**src/rtl/lcd_pkg.sv**
```systemverilog
// Shared constants, state encoding and address-sequencing helper for the HD44780
// bus monitor.
package lcd_pkg;

  localparam logic [7:0] CMD_CLEAR     = 8'h01;
  localparam logic [7:0] CMD_HOME_MASK = 8'hFE;
  localparam logic [7:0] CMD_HOME      = 8'h02;
  localparam int unsigned DDRAM_SET    = 7;
  localparam logic [7:0] CHAR_SPACE    = 8'h20;
  localparam logic [6:0] LINE2_BASE    = 7'h40;
  localparam logic [6:0] LINE1_END     = 7'h27;
  localparam logic [6:0] LINE2_END     = 7'h67;

  typedef enum logic [1:0] {
    StInit,
    StHi,
    StLo
  } lcd_state_e;

  // Line ends jump to the other line; anything else counts up and wraps at 0x7F.
  function automatic logic [6:0] next_addr(input logic [6:0] a);
    if (a == LINE1_END) begin
      return LINE2_BASE;
    end else if (a == LINE2_END) begin
      return 7'h00;
    end else begin
      return a + 7'd1;
    end
  endfunction

endpackage

```
**src/rtl/lcd_sync_edge.sv**
```systemverilog
// Synchronises the asynchronous LCD bus and flags falling edges of E, presenting the
// bus values as they were in the cycle before the edge.
module lcd_sync_edge #(
  parameter int unsigned SYNC_STAGES = 2
) (
  input  logic       clk,
  input  logic       rst,
  input  logic       e_i,
  input  logic       rs_i,
  input  logic       rw_i,
  input  logic [3:0] d_i,
  output logic       strobe_o,
  output logic       rs_o,
  output logic       rw_o,
  output logic [3:0] d_o
);

  // Packed as {e, rs, rw, d[3:0]}
  logic [SYNC_STAGES-1:0][6:0] sync_q;
  logic [6:0]                  prev_q;
  logic [6:0]                  cur;

  assign cur = sync_q[SYNC_STAGES-1];

  always_ff @(posedge clk or posedge rst) begin
    if (rst) begin
      sync_q <= '0;
      prev_q <= '0;
    end else begin
      sync_q <= {sync_q[SYNC_STAGES-2:0], {e_i, rs_i, rw_i, d_i}};
      prev_q <= cur;
    end
  end

  assign strobe_o = prev_q[6] & ~cur[6];
  assign rs_o     = prev_q[5];
  assign rw_o     = prev_q[4];
  assign d_o      = prev_q[3:0];

endmodule

```
**src/rtl/lcd_bus_monitor.sv**
```systemverilog
// Snoops an HD44780 4-bit write bus and rebuilds the two 16-character display lines
// as seen by the panel.
module lcd_bus_monitor
  import lcd_pkg::*;
#(
  parameter int unsigned SYNC_STAGES = 2
) (
  input  logic         clk,
  input  logic         rst,
  input  logic         LCD_E,
  input  logic         LCD_RS,
  input  logic         LCD_RW,
  input  logic [3:0]   LCD_D,
  output logic [127:0] rowA,
  output logic [127:0] rowB,
  output logic         init_done,
  output logic         byte_valid,
  output logic [7:0]   byte_out,
  output logic         byte_rs,
  output logic         cmd_ignored
);

  logic       strobe, s_rs, s_rw;
  logic [3:0] s_d;

  lcd_sync_edge #(
    .SYNC_STAGES(SYNC_STAGES)
  ) u_sync_edge (
    .clk     (clk),
    .rst     (rst),
    .e_i     (LCD_E),
    .rs_i    (LCD_RS),
    .rw_i    (LCD_RW),
    .d_i     (LCD_D),
    .strobe_o(strobe),
    .rs_o    (s_rs),
    .rw_o    (s_rw),
    .d_o     (s_d)
  );

  lcd_state_e   state_q, state_d;
  logic [3:0]   hi_q, hi_d;
  logic [6:0]   addr_q, addr_d;
  logic [127:0] rowa_q, rowa_d, rowb_q, rowb_d;
  logic         init_done_q, init_done_d;
  logic         valid_q, valid_d;
  logic [7:0]   byte_q, byte_d;
  logic         byte_rs_q, byte_rs_d;
  logic         ign_q, ign_d;
  logic [7:0]   asm_byte;

  always_comb begin
    state_d     = state_q;
    hi_d        = hi_q;
    addr_d      = addr_q;
    rowa_d      = rowa_q;
    rowb_d      = rowb_q;
    init_done_d = init_done_q;
    valid_d     = 1'b0;
    byte_d      = byte_q;
    byte_rs_d   = byte_rs_q;
    ign_d       = 1'b0;
    asm_byte    = {hi_q, s_d};

    if (strobe && !s_rw) begin
      unique case (state_q)
        StInit: begin
          if (!s_rs && s_d == 4'h2) begin
            state_d     = StHi;
            init_done_d = 1'b1;
          end
        end
        StHi: begin
          hi_d    = s_d;
          state_d = StLo;
        end
        StLo: begin
          state_d   = StHi;
          valid_d   = 1'b1;
          byte_d    = asm_byte;
          byte_rs_d = s_rs;
          if (s_rs) begin
            // Column c lives at bits [127-8c -: 8], i.e. offset (15-c)*8.
            if (addr_q[6:4] == 3'b000) begin
              rowa_d[{~addr_q[3:0], 3'b000} +: 8] = asm_byte;
            end else if (addr_q[6:4] == LINE2_BASE[6:4]) begin
              rowb_d[{~addr_q[3:0], 3'b000} +: 8] = asm_byte;
            end
            addr_d = next_addr(addr_q);
          end else if (asm_byte == CMD_CLEAR) begin
            rowa_d = {16{CHAR_SPACE}};
            rowb_d = {16{CHAR_SPACE}};
            addr_d = 7'h00;
          end else if ((asm_byte & CMD_HOME_MASK) == CMD_HOME) begin
            addr_d = 7'h00;
          end else if (asm_byte[DDRAM_SET]) begin
            addr_d = asm_byte[6:0];
          end else begin
            ign_d = 1'b1;
          end
        end
        default: state_d = StInit;
      endcase
    end
  end

  always_ff @(posedge clk or posedge rst) begin
    if (rst) begin
      state_q     <= StInit;
      hi_q        <= 4'h0;
      addr_q      <= 7'h00;
      rowa_q      <= {16{CHAR_SPACE}};
      rowb_q      <= {16{CHAR_SPACE}};
      init_done_q <= 1'b0;
      valid_q     <= 1'b0;
      byte_q      <= 8'h00;
      byte_rs_q   <= 1'b0;
      ign_q       <= 1'b0;
    end else begin
      state_q     <= state_d;
      hi_q        <= hi_d;
      addr_q      <= addr_d;
      rowa_q      <= rowa_d;
      rowb_q      <= rowb_d;
      init_done_q <= init_done_d;
      valid_q     <= valid_d;
      byte_q      <= byte_d;
      byte_rs_q   <= byte_rs_d;
      ign_q       <= ign_d;
    end
  end

  assign rowA        = rowa_q;
  assign rowB        = rowb_q;
  assign init_done   = init_done_q;
  assign byte_valid  = valid_q;
  assign byte_out    = byte_q;
  assign byte_rs     = byte_rs_q;
  assign cmd_ignored = ign_q;

endmodule

```
**config.mk**
```make
export PLATFORM = sky130hd
export DESIGN_NAME = lcd_bus_monitor
export DESIGN_NICKNAME = d
export VERILOG_FILES = /design/src/rtl/lcd_pkg.sv /design/src/rtl/lcd_sync_edge.sv /design/src/rtl/lcd_bus_monitor.sv
export SDC_FILE = /design/constraint.sdc
export NUM_CORES = 1
export LEC_CHECK = 0
export CAP_MARGIN = 0
export CORE_MARGIN = 5
export CORE_UTILIZATION = 40
export CTS_CLUSTER_SIZE = 28
export DETAILED_ROUTE_END_ITERATION = 10
export PLACE_DENSITY = 0.66
export REMOVE_ABC_BUFFERS = 1
export SYNTH_ARGS = -nofsm -noshare
export SYNTH_HDL_FRONTEND = slang
export SYNTH_SLANG_ARGS = --single-unit
```
**constraint.sdc**
```tcl
create_clock -name clk -period 17.05 [get_ports clk]
set_input_delay 1.705 -clock clk [delete_from_list [all_inputs] [get_ports clk]]
set_output_delay 1.705 -clock clk [all_outputs]
set_load 0.005 [all_outputs]
```
# After elaboration in Yosys (flattened, before gate mapping)
# Cells that the tools add are included.
totals:
  ff_bits: 302
  input_bits: 9
  output_inout_bits: 268
  word_cells: 71
op_classes:
  n_addsub: 2
  eq_ne: 12
  shift: 2
  mux: 24
  n_bitwise: 3
  n_reduce_logical: 15
op_table:
  columns: ["operator", "count"]
  rows:
  - ["$mux 128", 6]
  - ["$bwmux 128", 2]
  - ["$shift 8x9->128 const A", 1]
  - ["$shiftx 8x9->128", 1]
  - ["$mux 7", 6]
  - ["$neg 7->9", 1]
  - ["$eq 8x1->1 const B", 1]
  - ["$mux 1", 8]
  - ["$ne 2x2->1 const B", 4]
  - ["$add 7x1->7 const B", 1]
  - ["$eq 7x1->1 const B", 1]
  - ["$eq 7x6->1 const B", 1]
  - ["$eq 7x7->1 const B", 1]
  - ["$pmux 2 s3", 1]
  - ["$reduce_and 2->1", 3]
  - ["$reduce_and 3->1", 2]
  - ["$reduce_and 5->1", 1]
  - ["$eq 4x2->1 const B", 1]
  - ["$not 4->4", 1]
  - ["$reduce_and 4->1", 1]
  - ["$reduce_bool 4->1", 1]
  - ["$eq 3x3->1 const B", 1]
  - ["$logic_not 3->1", 1]
  - ["$eq 2x1->1 const B", 1]
  - ["other kinds (8)", 10]

# Depth between registers and ports, before layout
# Gate-level depths: netlist of run 1.
depth:
  word_depth: 7
  mapped_depth: 10
  depth_no_buf: 7

# Hierarchy
# From an unflattened synthesis of run 1, not the netlist that was laid out.
hier_totals:
  cells_unflattened: 1111
  area_unflattened_um2: 12443.2
by_module_without_submodules:
  columns: ["module", "n_inst", "cells_per_inst", "area_each_um2", "seq_area_each_um2"]
  rows:
  - ["lcd_bus_monitor", 1, 1084, 11870.1, 7071.8]
  - ["lcd_sync_edge", 1, 27, 573.0, 525.5]

# Least setup slack after synthesis of run 1
# Ideal clock, no wire load.
synth_timing:
  path_kind: "flip-flop to flip-flop"
  start: "reg addr_q[0]"
  end: "reg rowa_q[122], in the netlist rowA[122]"
  setup_time_ns: 0.066
  arrival_ns: 2.286
  t_required_ns: 16.984
  slack_ns: 14.698
  stages_incl_launch_ff: 9
  path_buffers: 2
  period_less_slack_ns: 2.352
  cell_sequence: "dfrtp_1 > clkbuf_1 > inv_1 > ha_1 > clkbuf_1 > nor3b_1 > nand2_1 > nor3_4 > a22o_1"
synth_between:
  elab_chain_len: 6
  word_cells_on_any_way: 7
synth_rtl:
  columns: ["item", "line", "source"]
  rows:
  - ["from (decl)", "lcd_bus_monitor.sv:43", "logic [6:0] addr_q, addr_d;"]
  - ["from (signal assigned)", "lcd_bus_monitor.sv:122", "addr_q <= addr_d;"]
  - ["$not 4->4 *", "lcd_bus_monitor.sv:85", "rowa_d[{~addr_q[3:0], 3'b000} +: 8] = asm_byte;"]
  - ["$neg 7->9 *", "lcd_bus_monitor.sv:85", null]
  - ["$shiftx 8x9->128 / $shift 8x9->128 (equally long branches)", "lcd_bus_monitor.sv:85", null]
  - ["$bwmux 128 *", "lcd_bus_monitor.sv:85", null]
  - ["$mux 128 *", "lcd_bus_monitor.sv:84", "if (addr_q[6:4] == 3'b000) begin"]
  - ["$mux 128 *", "lcd_bus_monitor.sv:82", "if (s_rs) begin"]
  - ["to (signal assigned)", "lcd_bus_monitor.sv:112", "rowa_q <= {16{CHAR_SPACE}};"]
  - ["to (signal assigned)", "lcd_bus_monitor.sv:123", "rowa_q <= rowa_d;"]
  - ["to (decl)", "lcd_bus_monitor.sv:44", "logic [127:0] rowa_q, rowa_d, rowb_q, rowb_d;"]
# Mark *: on every way between the ends. The rest lies on a longest branch, timed or not. The select of a mux whose other input is x is not followed.
# A chain may end at the register's enable or synchronous reset.

# Final worst setup path of run 1
layout_timing:
  start: "reg rowb_q[13], in the netlist rowB[13]"
  end: "out rowB[13]"
layout_lines:
  columns: ["item", "line", "source"]
  rows:
  - ["from (decl)", "lcd_bus_monitor.sv:44", null]
  - ["from (signal assigned)", "lcd_bus_monitor.sv:113", "rowb_q <= {16{CHAR_SPACE}};"]
  - ["from (signal assigned)", "lcd_bus_monitor.sv:124", "rowb_q <= rowb_d;"]
  - ["to (decl)", "lcd_bus_monitor.sv:15", "output logic [127:0] rowB,"]
# No word-level cell between the ends.

==> metrics.md, run 1 <==
| Metric | Value |
|---|---|
| IO Count | `about 280` |
| Logic depth of the worst setup path including buffers | `1` |
| Num CTS Buffers | `31` |
| #FFs+latches synth | `302` |
| Area leader, netlist | `dfrtp_1` |
| Endpoint of the worst hold path | `u_sync_edge.prev_q[3]` |
| ANT cells | `0` |
| Post-synth top flop | `dfrtp_1` |
| First-pass GRT wire length | `around 58000 um` |
| H-tree depth | `1` |
| Core box area | `around 29000 um^2` |
| Crit-path max cell delay | `0.57 ns` |
| RSZ-0062 raised after global routing | `no` |
| Syn Inst Count | `949` |
| Clk_skew | `around 0.012 ns` |
| YS warnings | `0` |
| Required @ worst endpoint | `about 15 ns` |
| Critical-path maximum fanout | `2` |
| Total routed wirelength | `roughly 37000 um` |
| VDD IR max | `between 0.08 and 0.09 mV` |
| Critical Path AT | `1.65 ns` |
| Setup TNS | `0 ns` |
| Synth area leaders | `dfrtp_1, o2bb2ai_1, a22o_1, dfstp_2, nand2_1` |
| Hold buffers post-CTS | `0` |
| Port bufs | `276` |
| Critical path class | `register to primary output` |
| Post-Syn Area | `~12000 um^2` |
| Rel. slew slack | `~37%` |
| R2r startpoint | `u_sync_edge.prev_q[5]` |
| R2R setup slack | `13.97 ns` |
| Placer Congestion | `0.8940` |
| Avg Cell Area, Syn | `between 10 and 15 um^2` |
| Largest net degree at the start of global routing | `176` |
| DR iter-0 viols | `roughly 780` |
| HPWL after detailed placement | `between 20000 and 30000 um` |
| Die area | `about 33000 um^2` |
| Crit-path slowest cell | `clkdlybuf4s50_1` |
| Final core occ | `between 50 and 60%` |
| Leakage | `6.759 nW` |
| Clock Pin Slew Worst Setup and Hold Paths | `about 0.06 ns` |
| Starting Density | `between 40% and 50%` |
| PwrDens | `roughly 100 nW/um^2` |
| Setup repair bufs after CTS | `0` |
| CTS tree | `yes` |
| Max Cap Viol | `0` |
| GRT overflow | `0` |
| CP Capture Type | `primary output` |
| Std-Cell Rows | `63` |
| Ys async rst share | `100.0%` |
| Synth cell types | `67` |
| Post-route ant nets | `0` |
| Max Slew Vio Count | `0` |
| Antenna violations before repair | `0` |
| Hold Violations, Final | `0` |
| Fmax | `about 300 MHz` |
| Number of synthesized flops with an enable pin | `0` |
| Tightest Pin Transition | `around 0.95 ns` |
| Vias | `about 9.2k` |
| Startpoint Class | `register` |
| Die X | `around 180 um` |
| Final Cycle Share | `19.66%` |
| Reg area | `about 7600 um^2` |
| Filler cell count | `around 2.5k` |
| Final setup fails | `0` |
| Number of instances resized during post-cts repair | `0` |
| TritonRoute pass-1 iters | `5` |
| Remaining DRCs | `0` |
| Seq/Total Area, Yosys | `63.84%` |
| Tmin final | `3.352 ns` |
| Vias per cell | `~5.7` |
| CP top delay family | `buffers and inverters` |
| Clk_lat worst skew | `around 0.56 ns` |
| Drt wl/cell | `22.83 um` |
| Worst path cell trace | `clkdlybuf4s50_1` |
| Die Ht | `about 180 um` |
| Layout cells sized above 1 | `roughly 11%` |
| Total track usage | `approximately 22%` |
| WP buf/inv | `1` |
| Synth top area share | `56.77%` |
| HP Class | `register to register` |
| Footprint of the multi-input gates | `around 4000 um^2` |
| R2R depth | `6` |
| Worst hold start | `u_sync_edge.cur[3]` |
| Area growth syn-to-layout | `35.22%` |
| Clk sink count | `roughly 300` |
| Max Root-Sink Buffers | `3` |
| Worst r2r dst | `rowA[48]` |
| Worst Hold Depth | `0` |
| Vias in the first global route | `between 9k and 10k` |
| Root buffer cell | `clkbuf_16` |
| Nets | `approximately 1.2k` |
| Status | `finished, final reports clean` |
## state kept, by name, indices dropped and copies added, names as in the netlist
| register | cells |
|---|---|
| u_sync_edge.cur | 7 |
| rowA | 128 |
| state_q | 2 |
| hi_q | 4 |
| addr_q | 7 |
| u_sync_edge.prev_q | 7 |
| byte_valid | 1 |
| byte_out | 8 |
| cmd_ignored | 1 |
| byte_rs | 1 |
| init_done | 1 |
| u_sync_edge.sync_q | 7 |
| rowB | 128 |
## kinds of logic after synthesis
kind of cell | after synthesis | synth area share [%]
fa+ha+maj | 3 | 0.3154
xor+xnor | 2 | 0.1472
compound gates | 325 | 21.70
mux | 12 | 1.125
buf+inv | 69 | 2.523
flops | 302 | 63.84
simple gates | 236 | 10.36
## layer usage
metal,part of all wire (%),vias up,track usage [%]
li1,-,4077,-
met4,2.8,0,6.124
met5,0,-,0
met2,47,385,34.61
met1,44,4704,31.49
met3,5.9,63,2.930
## cells in the final DEF, fill, tap and decap left out, drive strengths merged, types with 4 or more instances in the layout
master,instances
a21oi,29
a22o,105
a2bb2oi,5
a311oi,4
a31oi,7
and2,5
and3,5
buf,7
bufinv,4
clkbuf,44
clkdlybuf4s50,276
clkinv,7
dfrtp,270
dfstp,32
inv,18
mux2,11
nand2,106
nand2b,4
nand3,9
nor2,52
nor2b,4
nor3,18
nor3b,7
o21ai,36
o22ai,8
o2bb2ai,108
or2,5
or3,6
## power by group
part | internal (mW) | switching, mW | leakage (nW)
clock | 0.438 | 0.284 | 0.551
sequential | 0.734 | 0.0255 | 4.05
combinational | 0.0416 | 0.0853 | 2.16
## cells in the mapped netlist, drive strengths merged, types with 2 or more instances
| cell | n |
|---|---|
| dfrtp | 270 |
| a41oi | 3 |
| clkbuf | 33 |
| o22a | 3 |
| or2 | 5 |
| buf | 20 |
| a21oi | 29 |
| a32oi | 2 |
| ha | 3 |
| nor4 | 3 |
| nand3b | 2 |
| a31o | 3 |
| a22o | 105 |
| dfstp | 32 |
| a311oi | 4 |
| nor3 | 18 |
| or3 | 6 |
| a31oi | 7 |
| o21ai | 36 |
| mux2 | 11 |
| nor4b | 2 |
| o2bb2ai | 108 |
| nor2 | 52 |
| a2bb2oi | 5 |
| nand2 | 106 |
| nor3b | 7 |
| and3 | 5 |
| nand3 | 9 |
| o22ai | 8 |
| a21o | 2 |
| a22oi | 3 |
| o211ai | 2 |
| nor2b | 4 |
| inv | 16 |
| and2 | 5 |
| nand2b | 4 |
| and3b | 3 |
| a21bo | 2 |
## how the worst max path moves through the flow
| stage | from | to | slack [ns] |
|---|---|---|---|
| global route | rst | rowB[82] | 13.61 |
| floorplan | rst | addr_q[0] | 7.05 |
| detailed placement | rst | rowA[64] | 13.25 |
| finish | rowB[13] | rowB[13] | 13.70 |
| CTS | rowB[5] | rowB[5] | 13.67 |
| global placement | rst | rowA[64] | 13.26 |
## final cells by class
class | count | area share, %
Clock buffer | 44 | 5.746
Clock inverter | 14 | 1.143
Inverter | 16 | 0.4198
Multi-Input combinational cell | 578 | 24.88
Sequential cell | 302 | 47.21
Tap cell | 390 | 3.032
Timing Repair Buffer | 283 | 17.57
## per-stage QoR
| step | cell area [um^2] | worst slack, ns | hold WS [ns] | power [mW] | instances |
|---|---|---|---|---|---|
| floorplan | 11660 | 7.052 | 0.3312 | 0.8363 | 896 |
| global placement | 14980 | 13.26 | 0.3336 | 0.8972 | 1569 |
| detailed placement | 14980 | 13.25 | 0.3347 | 0.8989 | 1569 |
| CTS | 16090 | 13.67 | 0.3459 | 1.623 | 1627 |
| global route | 16090 | 13.61 | 0.3453 | 1.664 | 1627 |
| finish | 16090 | 13.70 | 0.3419 | 1.609 | 1627 |
Power figures use the tool's default switching activity.
==> run 2: changes to the inputs <==
==> constraint.sdc (replaced) <==
create_clock -name clk -period 3.4 [get_ports clk]
set_input_delay 0.34 -clock clk [delete_from_list [all_inputs] [get_ports clk]]
set_output_delay 0.34 -clock clk [all_outputs]
set_load 0.005 [all_outputs]
==> run 2 against run 1 <==
  * Sequential power rose to 4.9 times the previous value
  * Cell area up 1.5%
  * Worst hold slack lost 0.072 ns
  * Clock power grew to 5.4 times the previous value
  * Die area stayed put
  * Critical endpoint is now rowA[105]
  * Largest cell class unchanged
  * Largest power group is now clock
==> metrics.md, run 2 (synthesis gave the netlist of run 1 again) <==
| Metric | Value |
|---|---|
| Largest net degree at the start of global routing | `a little over 90` |
| Hold buffers post-CTS | `0` |
| CP Capture Type | `register` |
| Fmax | `~360 MHz` |
| Critical-path maximum fanout | `16` |
| Worst hold start | `LCD_D[1]` |
| Top Metal Used | `met4` |
| Met1 wire length | `~17000 um` |
| Starting Density | `between 40% and 50%` |
| HPWL after detailed placement | `approximately 26000 um` |
| Die area | `33300 um^2` |
| Placer Congestion | `between 0.8 and 0.9` |
| Vias | `between 9k and 10k` |
| Rel. slew slack | `between 50 and 60%` |
| Number of instances resized during post-cts repair | `0` |
| Status | `finished, final reports clean` |
| Pre-CTS setup slack | `0.7241 ns` |
| Total routed wirelength | `roughly 38000 um` |
| Clock Pin Slew Worst Setup and Hold Paths | `around 0.060 ns` |
| Filler cell count | `2493` |
| Hold WS | `between 0.2 and 0.3 ns` |
| Die Ht | `about 180 um` |
| Die X | `~180 um` |
| First-pass GRT wire length | `slightly below 60000 um` |
| Reg area | `around 7600 um^2` |
| PwrDens | `511.0 nW/um^2` |
| Remaining DRCs | `0` |
| Port bufs | `around 280` |
| Startpoint Class | `register` |
| Total track usage | `between 20 and 25%` |
| Leakage | `between 6 and 7 nW` |
| GRT overflow | `0` |
| Nets | `around 1.2k` |
| Critical path class | `register to register` |
| Layout cells sized above 1 | `between 10 and 15%` |
| Max Slew Vio Count | `0` |
| Root buffer cell | `clkbuf_16` |
| Std-Cell Rows | `between 60 and 70` |
| WL met2 | `about 18000 um` |
| Critical Path AT | `3.22 ns` |
| Endpoint of the worst hold path | `u_sync_edge.sync_q[1]` |
| Clk_skew | `between 0.01 and 0.015 ns` |
| Clk sink count | `302` |
| R2R depth | `6` |
| Vias in the first global route | `~9.3k` |
| RSZ-0062 raised after global routing | `no` |
| IO Count | `between 200 and 300` |
| Post-route ant nets | `0` |
| Tmin final | `about 2.8 ns` |
| Commonest cells after routing, fill and taps aside | `clkdlybuf4s50_1, dfrtp_1, o2bb2ai_1` |
| ANT cells | `0` |
| HP Class | `input pin to register` |
| Required @ worst endpoint | `about 3.8 ns` |
| Final setup fails | `0` |
| Vias per cell | `~5.6` |
| Max Root-Sink Buffers | `3` |
| Hold Violations, Final | `0` |
| R2R setup slack | `about 0.63 ns` |
| Met3 routed WL | `roughly 2300 um` |
| Max Cap Viol | `0` |
| TritonRoute pass-1 iters | `5` |
| Final Cycle Share | `81.55%` |
| Footprint of the multi-input gates | `4004 um^2` |
| Most common cell after layout, fill and taps aside | `clkdlybuf4s50_1` |
| R2r startpoint | `addr_q[0]` |
| Worst r2r dst | `rowA[105]` |
| Tightest Pin Transition | `between 0.7 and 0.8 ns` |
| CTS tree | `yes` |
| Area growth syn-to-layout | `37.29%` |
| VDD IR max | `between 0.3 and 0.4 mV` |
| Antenna violations before repair | `0` |
| Clk_lat worst skew | `between 0.5 and 0.6 ns` |
| Core box area | `between 20000 and 30000 um^2` |
| Setup slack after layout | `between 0.6 and 0.7 ns` |
| Worst Hold Depth | `1` |
| DR iter-0 viols | `between 800 and 900` |
| Total power | `8.349 mW` |
| Drt wl/cell | `about 23 um` |
| Num CTS Buffers | `34` |
| H-tree depth | `2` |
| Setup repair bufs after CTS | `0` |
run 2: cell count changes in the layout (fill, tap and decap cells not counted), sizes merged:
| cell | change |
|---|---|
| buf | +16 |
| bufinv | -2 |
| clkbuf | +9 |
| clkinv | -2 |
| inv | -2 |
run 2: layout make-up:
type	count	area share (%)
Timing Repair Buffer	299	18.12
Clock inverter	8	0.5896
Multi-Input combinational cell	578	24.50
Clock buffer	53	6.892
Inverter	16	0.4135
Sequential cell	302	46.50
Tap cell	390	2.986
run 2: metrics by stage:
stage	util (%)	std cells	setup TNS, ns	cell area, um^2
final	55.42	1646	0	16340
after global routing	55.42	1646	0	16340
after CTS	55.42	1646	0	16340
after detailed placement	51.28	1585	0	15120
after global placement	51.28	1585	0	15120
after floorplan	-	896	-1504.43	11660
run 2: worst max-delay path, stage by stage, from the launching register on:
cell and delay, ns:
dfrtp_1 0.61, ha_1 0.48, nor2b_1 0.15, nor2_1 0.49
nand2_1 0.36, nor3_4 0.42, a22o_1 0.19
run 2: layer usage:
metal	global-route usage, %	up-vias
met5	0	-
met4	5.884	0
met3	4.126	58
met2	35.28	360
met1	30.94	4755
li1	-	4100
run 2: worst max-delay path by stage:
stage                     startpoint         to  slack [ns]  cells past startpoint
after detailed placement   addr_q[0]  rowA[107]        0.72                      6
final                      addr_q[0]  rowA[105]        0.63                      6
after global placement     addr_q[0]   rowB[48]        0.79                      7
after CTS                  addr_q[0]  rowA[111]        0.69                      6
after global routing       addr_q[0]  rowA[111]        0.44                      6
after floorplan                  rst  addr_q[0]       -5.23                      1
run 2: where the power goes:
part           leakage [nW]  switching, mW  total (mW)  internal (mW)
clock                 0.607           1.44        3.87           2.43
sequential             4.05         0.0784        3.76           3.68
combinational          2.24          0.488       0.713          0.225
==> run 3: changes to the inputs <==
==> constraint.sdc (replaced) <==
create_clock -name clk -period 2.65 [get_ports clk]
set_input_delay 0.265 -clock clk [delete_from_list [all_inputs] [get_ports clk]]
set_output_delay 0.265 -clock clk [all_outputs]
set_load 0.005 [all_outputs]
==> run 3 against run 2 <==
  * Sequential power rose by 28%
  * Final cell count rose by 0.97%
  * Critical path depth up 1
  * Global-route usage about the same
  * Largest power group is now registers
  * Total power rose by 22%
  * Sequential cell count stayed put
  * Critical path type unchanged
  * Cell area grew 0.21%
==> metrics.md, run 3 (synthesis gave the netlist of run 1 again) <==
| Metric | Value |
|---|---|
| Status | `finished, final reports clean` |
| GRT overflow | `0` |
| PwrDens | `around 620 nW/um^2` |
| Port bufs | `roughly 280` |
| Design area | `around 16000 um^2` |
| Num CTS Buffers | `31` |
| Vias | `roughly 9.3k` |
| Critical path class | `register to register` |
| Psw | `~2.5 mW` |
| Critical Path AT | `approximately 3 ns` |
| GR Util met1 | `between 30% and 40%` |
| Worst path cell trace | `inv_1 -> ha_2 -> and2_1 -> nor2_1 -> a211o_1 -> or2_0 -> a22o_1` |
| Max Slew Vio Count | `0` |
| Logic depth of the worst setup path including buffers | `7` |
| Crit-path slowest cell | `ha_2` |
| Worst r2r dst | `rowB[52]` |
| Clock Pin Slew Worst Setup and Hold Paths | `around 0.06 ns` |
| Fmax | `~400 MHz` |
| Placer Congestion | `~0.9` |
| Nets | `between 1k and 1.5k` |
| Most common cell after layout, fill and taps aside | `clkdlybuf4s50_1` |
| Grt met3 use | `around 3.3%` |
| Largest net degree at the start of global routing | `67` |
| Flop pwr share | `a little under half` |
| Total power | `a little over 10 mW` |
| Max Root-Sink Buffers | `3` |
| Starting Density | `between 40 and 50%` |
| Vias per cell | `5.611` |
| Layout cells sized above 1 | `approximately 14%` |
| Worst setup startpoint | `addr_q[0]` |
| Drt wl/cell | `~23 um` |
| CTS tree | `yes` |
| Final core occ | `a little under three fifths` |
| Post-route ant nets | `0` |
| Total track usage | `a little over a fifth` |
| Cell Area, Placed | `~15000 um^2` |
| Total routed wirelength | `approximately 38000 um` |
| WP buf/inv | `1` |
| Met2 usage | `between 30% and 40%` |
| R2R depth | `7` |
| CP Capture Type | `register` |
| Combinational fraction of design power | `9.5%` |
| DR iter-0 viols | `roughly 840` |
| Die Ht | `~180 um` |
| Root buffer cell | `clkbuf_16` |
| Area growth syn-to-layout | `37.57%` |
| HPWL after detailed placement | `between 20000 and 30000 um` |
| Tightest Pin Transition | `about 0.97 ns` |
| Die X | `between 150 and 200 um` |
| R2r startpoint | `addr_q[0]` |
| Rel. slew slack | `approximately 35%` |
| First-pass GRT wire length | `just under 60000 um` |
| Clk_skew | `~0.016 ns` |
| Vias in the first global route | `roughly 9.4k` |
| Clk_lat worst skew | `about 0.56 ns` |
| Commonest cells after routing, fill and taps aside | `clkdlybuf4s50_1, dfrtp_1, o2bb2ai_1` |
| ANT cells | `0` |
| RSZ-0062 raised after global routing | `no` |
| Crit-path max cell delay | `roughly 0.48 ns` |
| Hold Violations, Final | `0` |
| CP Capture Point | `rowB[52]` |
| Startpoint Class | `register` |
| Setup slack after layout | `about 0.15 ns` |
| Final Cycle Share | `between 90% and 100%` |
| Die area | `33300 um^2` |
| HP Class | `input pin to async pin` |
| Final setup fails | `0` |
| Std-Cell Rows | `63` |
| Leakage | `6.927 nW` |
| Sw frac | `around 25%` |
| Filler cell count | `between 2k and 3k` |
| CP top delay family | `simple AND/OR/NAND/NOR gates` |
| Required @ worst endpoint | `approximately 3.1 ns` |
| IO Count | `roughly 280` |
| GRT busiest layer | `met2` |
| Core box area | `around 29000 um^2` |
| Antenna violations before repair | `0` |
| TritonRoute pass-1 iters | `6` |
| Critical-path maximum fanout | `13` |
| Clock power share | `43.3%` |
| H-tree depth | `1` |
| Pre-CTS setup slack | `between 0.1 and 0.15 ns` |
| Max Cap Viol | `0` |
| Tmin final | `approximately 2.5 ns` |
| Setup TNS | `0 ns` |
| VDD IR max | `between 0.4 and 0.5 mV` |
| R2R setup slack | `0.15 ns` |
| Remaining DRCs | `0` |
| Int Pwr | `slightly below 8 mW` |
| Clk sink count | `around 300` |
## run 3: cell types whose count changed in the layout (fill, tap and decap cells not counted), sizes merged
| cell | previous run | this run |
|---|---|---|
| buf | 23 | 44 |
| clkbuf | 53 | 44 |
| clkinv | 5 | 8 |
| bufinv | 2 | 3 |
## run 3: worst min-delay path by stage
stage / to / slack, ns / cells past startpoint
finish: rowB[43] / 0.14 / 2
global route: u_sync_edge.sync_q[4] / 0.13 / 1
CTS: u_sync_edge.sync_q[4] / 0.14 / 1
detailed placement: u_sync_edge.cur[4] / 0.33 / 0
global placement: u_sync_edge.cur[3] / 0.33 / 0
floorplan: u_sync_edge.sync_q[0] / 0.30 / 0
## run 3: area by class of cell
| cell class | count | area (um^2) | area share, % |
|---|---|---|---|
| inverters | 16 | 67.56 | 0.4127 |
| repair buffers | 320 | 3156 | 19.27 |
| well taps | 390 | 488.0 | 2.980 |
| clock buffers | 44 | 904.6 | 5.525 |
| flip-flops and latches | 302 | 7597 | 46.40 |
| clock inverters | 12 | 137.6 | 0.8406 |
| multi-input cells | 578 | 4023 | 24.57 |
## run 3: power by group through the flow
stage / logic (mW) / clock network [mW] / registers, mW
2_1_floorplan: 0.440 / 0 / 4.94
4_1_cts: 0.969 / 4.49 / 4.82
5_1_grt: 1.05 / 4.69 / 4.83
3_3_place_gp: 0.955 / 0 / 4.90
6_report: 0.974 / 4.43 / 4.82
3_5_place_dp: 0.965 / 0 / 4.90
## run 3: per-stage QoR
| step | cells | hold slack (ns) |
|---|---|---|
| detailed placement | 1606 | 0.3347 |
| global placement | 1606 | 0.3330 |
| global route | 1662 | 0.1288 |
| finish | 1662 | 0.1368 |
| floorplan | 896 | 0.2964 |
| CTS | 1662 | 0.1377 |
## run 3: timing repair
action,CTS,global route
gates resized for setup,0,5
hold buffers,0,0
buffers inserted,0,0
setup endpoints to repair,0,53
## run 3: per-layer routing
layer | part of all wire [%] | routed length, um | up-vias
li1 | - | - | 4153
met1 | 44 | 16660 | 4752
met2 | 47 | 17780 | 364
met3 | 6.3 | 2380 | 56
met4 | 2.3 | 867 | 0
met5 | 0 | 0 | -
==> RTL change (config.mk and constraints of run 3) <==
Re-encode `lcd_state_e` (3 states) as one-hot, 3 bits wide.
--- a/src/rtl/lcd_pkg.sv
+++ b/src/rtl/lcd_pkg.sv
@@ -12,8 +12,8 @@
   localparam logic [6:0] LINE2_END     = 7'h67;
 
-  typedef enum logic [1:0] {
-    StInit,
-    StHi,
-    StLo
+  typedef enum logic [2:0] {
+    StInit = 3'b001,
+    StHi   = 3'b010,
+    StLo   = 3'b100
   } lcd_state_e;
 
Function: no difference found for any inputs over 4 cycles, from zero or initial values and one cycle with rst high; so few cycles prove little.
==> RTL change against run 3 <==
Sequential cell count up 1. Design area up 3.0%. Clock skew up 0.016 ns. Routed wire length up 2.7%. Synthesized area up 4.3%. Worst setup slack better by 0.035 ns. Largest cell class unchanged.
Power is not compared: it rests on default switching activity, and its combinational part moved more than twofold at a synthesized area within 25%.
==> RTL change: results (changes against run 3) <==
max_stage_delay_ns: 0.54  # was 0.48 ns
cp_top_family: "simple AND/OR/NAND/NOR gates"  # unchanged
dp_hpwl_mm: 26.6  # was 26.3 mm
antenna_found_initial: 0  # unchanged
use_met3_pct: 5.52  # was 3.35%
firstDrtPassIters: 5  # was 6
grt_pass1_vias: 9947  # was 9445
ir_drop_mv: 0.363
cts_buffers: 34  # was 31
syn_inst: 1008  # was 949
worst-r2r-setup-slack_ns: 0.19  # was 0.15 ns
worst_slew_pin_slew_ns: 0.940  # was 0.974 ns
m1WireLength_mm: 17.1  # was 16.7 mm
cts-root-buf: "clkbuf_16"  # unchanged
clock_latency_ns: 0.51  # was 0.56 ns
ys_top_cells_by_area: "dfrtp_1 (54%), dfstp_2 (7.0%), o2bb2ai_1 (6.7%), a22o_1 (5.9%), nand2_1 (3.0%)"  # was dfrtp_1 (57%), o2bb2ai_1 (7.9%), a22o_1 (7.7%), dfstp_2 (7.1%), nand2_1 (3.2%)
grt_usage_pct: 22.1  # was 22.0%
top_layer: "met4"  # unchanged
antennaDiodeCount: 0  # unchanged
async_flop_share_pct: 100  # unchanged
path_clk_slew_ns: 0.06  # about the same
reg2regPathDepth: 6  # was 7
synth_ff_type: "dfrtp_1"  # unchanged
outcome: "finished, final reports clean"  # unchanged
grt_max_degree: 63  # was 67
yosys.cell_types.count: 70  # was 67
dp_slack_ns: 0.115  # was 0.123 ns
r2r-start: "addr_q[0]"  # unchanged
fin_cells: 1720  # was 1662
port_buffers: 276  # unchanged
hold_depth: 1
synthTopCellsByCount: "dfrtp_1 (270), nand2_1 (100), o2bb2ai_1 (95), a22o_1 (84), o21ai_0 (48)"  # was dfrtp_1 (270), o2bb2ai_1 (108), a22o_1 (105), nand2_1 (100), nor2_1 (46)
h-tree-depth: 2  # was 1
dr_wl_met3_mm: 3.29  # was 2.38 mm
clockBufferDepth: 3  # unchanged
cpMaxStageDelayCell: "or3b_2"  # was ha_2
cp.arrival_ns: 2.82  # was 2.93 ns
dr.first_iter.drc_count: 654  # was 838
hold_path_end: "u_sync_edge.sync_q[3]"
vias: 9636  # was 9325
hp-start: "LCD_D[3]"
fin_nets: 1312  # was 1261
dp.cells: 1660  # was 1606
cp_max_fo: 11  # was 13
gp_congestion: 0.887  # was 0.902
drive_gt1_share_pct: 15.0  # was 14.2%
r2r-end: "rowB[52]"  # unchanged
fin_hold_ws_ns: 0.196  # was 0.137 ns
hold_path_class: "input port to flop"  # was input port to asynchronous set/reset pin
met1_usage_pct: 32.0  # was 31.6%
grtUsageMet2_pct: 33.5  # was 35.2%
grt_pass1_wl_mm: 60.0  # was 58.2 mm
yosysSeqAreaShare_pct: 61.4  # was 63.8%
synth_warnings: 0  # unchanged
wire_per_inst_um: 22.5  # was 22.7 um
wl_met2_mm: 17.4  # was 17.8 mm
fin_skew_ns: 0.0324  # was 0.0162 ns
placed_area_sq_um: 15700  # was 15300 sq um
[RTL change: changes by cell type after synthesis, sizes merged, moves of 6 or more]
cell	before	now
a21oi	29	18
a22o	105	84
a22oi	3	33
a2bb2oi	5	17
and3	5	14
buf	20	34
inv	16	28
nand3	9	25
nor2	52	36
nor3b	7	1
o21ai	36	56
[RTL change: final cells by class]
type	count	area [sq um]
clock buffer	46	977
clock inverter	14	154
fill	2511	13700
inverter	28	114
multi-input combinational	613	4340
sequential	303	7620
tap	396	495
timing repair buffer	320	3160
[RTL change: power breakdown]
| group | switching (W) | internal, W |
|---|---|---|
| combinational | 0.000200 | 0.0000654 |
| clock | 0.00186 | 0.00288 |
| sequential | 0.0000166 | 0.00465 |
| total | 0.00208 | 0.00760 |
[RTL change: cell families (layout without fill, tap and decap cells)]
family	after synthesis	count (layout)	share of synthesized area, %
AO/OA/AOI/OAI	344	344	22.3
flip-flops	303	303	61.4
adder cells (fa/ha/maj)	3	3	0.302
AND/OR/NAND/NOR	249	249	10.8
XOR/XNOR	4	4	0.282
multiplexers	13	13	1.18
buffers and inverters	92	408	3.64
[RTL change: worst max-delay path by stage]
stage                             startpoint         to  slack (ns)  cells past startpoint
after floorplan                          rst  addr_q[0]       -5.93                      1
after global placement    u_sync_edge.cur[6]   rowB[88]        0.21                      7
after detailed placement  u_sync_edge.cur[6]   rowB[89]        0.12                      7
after CTS                 u_sync_edge.cur[6]   rowB[89]         0.1                      7
after global routing               addr_q[0]   rowB[29]      0.0005                      6
final                              addr_q[0]   rowB[52]        0.19                      6
[RTL change: what timing repair did]
item                                    4_1_cts  5_1_grt
endpoints found under the setup margin        0       24
resized for setup                             0        4
buffers inserted                              0        0
